### config.mk
export PLATFORM = sky130hd
export DESIGN_NAME = mult_pipe
export DESIGN_NICKNAME = d
export VERILOG_FILES = /design/src/rtl/mult_pipe.sv
export SDC_FILE = /design/constraint.sdc
export NUM_CORES = 2
export LEC_CHECK = 0
export ABC_AREA = 1
export CAP_MARGIN = 25
export CORE_AREA = 5 5 294 296
export DETAILED_ROUTE_END_ITERATION = 10
export DIE_AREA = 0 0 299 301
export GPL_ROUTABILITY_DRIVEN = 0
export PLACE_DENSITY = 0.74
export SLEW_MARGIN = 20
export SYNTH_ARGS = -nofsm -noshare
export SYNTH_HDL_FRONTEND = slang
export SYNTH_SLANG_ARGS = --single-unit
### constraint.sdc
create_clock -name clk_i -period 17.4 [get_ports clk_i]
set_clock_uncertainty 0.2 [all_clocks]
set_input_delay 3.48 -clock clk_i [delete_from_list [all_inputs] [get_ports clk_i]]
set_output_delay 3.48 -clock clk_i [all_outputs]
set_load 0.005 [all_outputs]
### src/rtl/mult_pipe.sv
// Pipelined RV32M/RV64M multiplier (MUL, MULH, MULHSU, MULHU).
// One operand stage followed by MULT_STAGES-1 result stages.
module mult_pipe #(
   parameter int XLEN        = 32,
   parameter int MULT_STAGES = 2,
   parameter int TAG_W       = 5
) (
   input  logic             clk_i,
   input  logic             rstn_i,
   input  logic             opcode_valid_i,
   input  logic [31:0]      opcode_opcode_i,
   input  logic [XLEN-1:0]  opcode_ra_operand_i,
   input  logic [XLEN-1:0]  opcode_rb_operand_i,
   input  logic [TAG_W-1:0] opcode_rd_idx_i,
   input  logic             hold_i,
   input  logic             flush_i,
   output logic             writeback_valid_o,
   output logic [TAG_W-1:0] writeback_rd_idx_o,
   output logic [XLEN-1:0]  writeback_value_o,
   output logic             busy_o
);

   localparam int NR = MULT_STAGES - 1;
   localparam int PW = 2 * XLEN + 2;

   localparam logic [31:0] INST_MUL      = 32'h0200_0033;
   localparam logic [31:0] INST_MULH     = 32'h0200_1033;
   localparam logic [31:0] INST_MULHSU   = 32'h0200_2033;
   localparam logic [31:0] INST_MULHU    = 32'h0200_3033;
   localparam logic [31:0] INST_MUL_MASK = 32'hfe00_707f;

   generate
      if (MULT_STAGES < 2 || MULT_STAGES > 4) begin : g_bad_stages
         $error("mult_pipe: MULT_STAGES must be in 2..4");
      end
   endgenerate

   logic dec_mul;
   logic dec_mulh;
   logic dec_mulhsu;
   logic dec_mulhu;
   logic is_mul;
   logic accept;

   assign dec_mul    = (opcode_opcode_i & INST_MUL_MASK) == INST_MUL;
   assign dec_mulh   = (opcode_opcode_i & INST_MUL_MASK) == INST_MULH;
   assign dec_mulhsu = (opcode_opcode_i & INST_MUL_MASK) == INST_MULHSU;
   assign dec_mulhu  = (opcode_opcode_i & INST_MUL_MASK) == INST_MULHU;
   assign is_mul     = dec_mul | dec_mulh | dec_mulhsu | dec_mulhu;
   assign accept     = opcode_valid_i & is_mul & ~hold_i & ~flush_i;

   logic [XLEN:0]      a_d, a_q;
   logic [XLEN:0]      b_d, b_q;
   logic [TAG_W-1:0]   tag_d, tag_q;
   logic               hi_d, hi_q;
   logic               v1_d, v1_q;

   // Anything not accepted loads zeros, so E1 self-clears on idle cycles.
   always_comb begin
      a_d   = '0;
      b_d   = '0;
      tag_d = '0;
      hi_d  = 1'b0;
      v1_d  = 1'b0;
      if (accept) begin
         v1_d  = 1'b1;
         tag_d = opcode_rd_idx_i;
         hi_d  = ~dec_mul;
         a_d   = {(dec_mulh | dec_mulhsu) & opcode_ra_operand_i[XLEN-1],
                  opcode_ra_operand_i};
         b_d   = {dec_mulh & opcode_rb_operand_i[XLEN-1],
                  opcode_rb_operand_i};
      end
   end

   always_ff @(posedge clk_i or negedge rstn_i) begin
      if (!rstn_i) begin
         a_q   <= '0;
         b_q   <= '0;
         tag_q <= '0;
         hi_q  <= 1'b0;
         v1_q  <= 1'b0;
      end else if (flush_i || !hold_i) begin
         a_q   <= a_d;
         b_q   <= b_d;
         tag_q <= tag_d;
         hi_q  <= hi_d;
         v1_q  <= v1_d;
      end
   end

   logic signed [PW-1:0] a_ext;
   logic signed [PW-1:0] b_ext;
   logic signed [PW-1:0] prod;
   logic [XLEN-1:0]      res_d;
   logic                 unused_prod;

   assign a_ext = {{(XLEN+1){a_q[XLEN]}}, a_q};
   assign b_ext = {{(XLEN+1){b_q[XLEN]}}, b_q};
   assign prod  = a_ext * b_ext;
   assign res_d = hi_q ? prod[2*XLEN-1:XLEN] : prod[XLEN-1:0];
   assign unused_prod = ^prod[PW-1:2*XLEN];

   logic [NR-1:0]    sv_q;
   logic [TAG_W-1:0] stag_q [NR];
   logic [XLEN-1:0]  sres_q [NR];

   always_ff @(posedge clk_i or negedge rstn_i) begin
      if (!rstn_i) begin
         sv_q <= '0;
         for (int i = 0; i < NR; i++) begin
            stag_q[i] <= '0;
            sres_q[i] <= '0;
         end
      end else if (flush_i) begin
         sv_q <= '0;
      end else if (!hold_i) begin
         sv_q[0]   <= v1_q;
         stag_q[0] <= tag_q;
         sres_q[0] <= res_d;
         for (int i = 1; i < NR; i++) begin
            sv_q[i]   <= sv_q[i-1];
            stag_q[i] <= stag_q[i-1];
            sres_q[i] <= sres_q[i-1];
         end
      end
   end

   assign writeback_valid_o  = sv_q[NR-1];
   assign writeback_rd_idx_o = stag_q[NR-1] & {TAG_W{sv_q[NR-1]}};
   assign writeback_value_o  = sres_q[NR-1] & {XLEN{sv_q[NR-1]}};
   assign busy_o             = v1_q | (|sv_q);

endmodule
==> flow_metrics.py <==
metrics = {
    "status": {
        "status": "complete, no violations",
    },
    "synthesis": {
        "ys_types": 47,
        "synthCells": 5717,
        "synth_edf_count": 0,
        "synthArstFlopShare": 1.00,
        "synth_warnings": 0,
        "syn_area_per_cell_sq_um": 7.93,
        "ys_ff_latch": 111,
        "syn_area_sq_um": 45300,
        "yosys.area.top_type_share": 0.497,
        "synth_seq_area_share": 0.0613,
        "synthTopCellsByArea": "fa_1 (50%), inv_1 (15%), nand2_1 (12%)",
        "yosysTopAreaCell": "fa_1",
        "synth_nets": 7160,
        "synth_ff_type": "dfrtp_1",
    },
    "pwr": {
        "max-vdd-ir-drop_v": 0.0000510,
        "p_leak_uw": 0.0290,
        "pwr_density_cell_nw_per_um2": 11.6,
    },
    "cells_and_area": {
        "layout_commonest_cell": "inv_1",
        "n_antenna_cell": 0,
        "finish.utilization": 0.572,
        "final_cell_mix": "inv_1 (1823), nand2_1 (1428), fa_1 (1125)",
        "drive_gt1_frac": 0.0327,
        "area_growth_pct": 5.10,
        "num-nets-final": 7067,
    },
    "routing": {
        "firstDrtPassIters": 8,
        "wl_per_cell_microns": 18.7,
        "vias_per_cell": 5.37,
        "drc": 0,
        "vias": 36000,
        "drt-initial-drc-count": 3285,
        "ant_nets": 0,
        "totalWireLength_mm": 125,
    },
    "timing": {
        "tns_ns": 0,
        "setup_viol": 0,
        "timing.fmax_mhz": 110,
        "maxSlewViolCount": 0,
        "tightest_slew_ns": 1.00,
        "hold_violations": 0,
        "finalCriticalPeriod_ns": 9.08,
        "rsz0062_at_grt": "no",
        "maxSlewHeadroom": 0.331,
        "period_share": 0.522,
    },
    "critical_path": {
        "cp-end-kind": "flip-flop",
        "required_ns": 17.51,
        "worst-path-max-fanout": 23,
        "crit_type": "flip-flop to flip-flop",
        "cp_slowest_stage_delay_ns": 0.71,
        "crit_slowest_cell": "dfrtp_1",
        "crit_arrival_ns": 9.19,
        "cp-start-kind": "flip-flop",
    },
    "floorplanning": {
        "initial_utilization": 0.544,
        "rows": 106,
        "die_area_sq_um": 90000,
        "ios": 145,
        "dieHeight_microns": 301,
        "core_area_sq_um": 83300,
        "dieWidth_microns": 299,
    },
    "clock_tree": {
        "post_cts_resized": 0,
        "postCtsSetupBuffers": 0,
        "clock_latency_ns": 0.42,
        "cts_max_path_buffers": 2,
        "cts_hold_buf": 0,
        "cts_htree_levels": 3,
        "cts_tree": "yes",
        "cts-root-buf": "clkbuf_16",
        "clkSinkCount": 111,
        "path_clk_slew_ns": 0.09,
        "numCtsBuffers": 9,
    },
    "placed_design": {
        "dp_hpwl_mm": 101,
        "io_buffers": 129,
    },
    "run": {
        "maxCapViolCount": 0,
    },
    "global_route": {
        "grt_pass1_wl_mm": 203,
        "grt_max_degree": 72,
        "grt_antenna_before_repair": 2,
        "grt-ovfl-total": 0,
        "grt_pass1_vias": 38500,
        "gr-usage-all-layers": 0.287,
    },
    "min_path": {
        "min_path_type": "flip-flop to flip-flop",
    },
}
-- worst paths after layout --
kind	startpoint	end	slack [ns]	cells past startpoint
setup / recovery	b_q[6]	sres_q[21]	8.32	29
hold / removal	stag_q[1]	stag_q[1]	0.28	2
setup reg to reg	b_q[6]	sres_q[21]	8.32	29
hold reg to reg	stag_q[1]	stag_q[1]	0.28	2
max in group asynchronous	rstn_i	b_q[23]	12.64	2
min in group asynchronous	rstn_i	stag_q[4]	2.87	1
-- routing by layer --
metal	track usage	up-vias	share of wire
li1	-	15700	-
met1	0.382	18000	0.38
met2	0.471	1921	0.47
met3	0.0562	355	0.10
met4	0.111	6	0.044
met5	0	-	0.00034
-- power breakdown --
group / switching [uW] / leakage (uW) / internal [uW]
Sequential: 5.15 / 0.00149 / 263
Clock: 124 / 0.000148 / 114
Combinational: 22.9 / 0.0273 / 22.2
-- critical path, delay by kind of cell (launching register included) --
family,cells,cell delay (ns)
adder cells (fa/ha/maj),9,4.75
AO/OA/AOI/OAI,2,0.52
buffers and inverters,9,1.73
flip-flops,1,0.71
AND/OR/NAND/NOR,9,1.02
-- registers in the layout (all words and copies together), names as in the netlist --
| name | cells |
|---|---|
| stag_q | 5 |
| sres_q | 32 |
| hi_q | 1 |
| b_q | 33 |
| v1_q | 1 |
| a_q | 33 |
| writeback_valid_o | 1 |
| tag_q | 5 |
-- through the flow --
step	total power, uW	cells	worst slack [ns]	instance area [sq um]	hold slack [ns]
2_1_floorplan	283	5717	10.00	45300	0.242
3_3_place_gp	318	6693	8.68	47300	0.255
3_5_place_dp	318	6693	8.56	47300	0.259
4_1_cts	558	6709	8.54	47600	0.282
5_1_grt	567	6709	8.04	47600	0.290
6_report	552	6709	8.32	47600	0.279
-- cell type report --
class / count / area (sq um)
Clock buffer: 10 / 229
Clock inverter: 6 / 78.8
Fill cell: 7511 / 35700
Inverter: 1832 / 6880
Multi-Input combinational cell: 3471 / 34500
Sequential cell: 111 / 2800
Tap cell: 1080 / 1350
Timing Repair Buffer: 199 / 1810
-- synthesized netlist by cell type, types with 2 or more instances --
cell type and n:
inv_1 1823, nand2_1 1428, fa_1 1125, clkbuf_1 285, ha_1 212, nor2_1 175
dfrtp_1 111, a21oi_1 107, o21ai_0 92, nand3_1 89, a32o_1 58, nand4_1 28
nor2_2 25, nand2_2 23, o21ai_1 15, a31oi_1 14, nor3_1 14, o21bai_1 12
a21oi_2 8, inv_2 8, buf_2 7, buf_4 7, xnor2_1 6, nand3_2 5
a21o_1 4, and2_1 3, buf_1 3, nand3b_1 3, nor2_4 3, nor3_2 3
xor2_1 3, nor4_1 2, o21a_1 2
-- logic make-up (layout without fill, tap and decap cells) --
family / Yosys count / in the layout / synth area share
DFF: 111 / 111 / 0.0613
and+or+nand+nor: 1808 / 1808 / 0.160
AOI/OAI and AO/OA: 317 / 317 / 0.0440
buffers and inverters: 2135 / 2047 / 0.178
adders and majority gates: 1337 / 1337 / 0.555
xor gates and xnor gates: 9 / 9 / 0.00174
No activity file was read; power rests on OpenSTA's default activity.
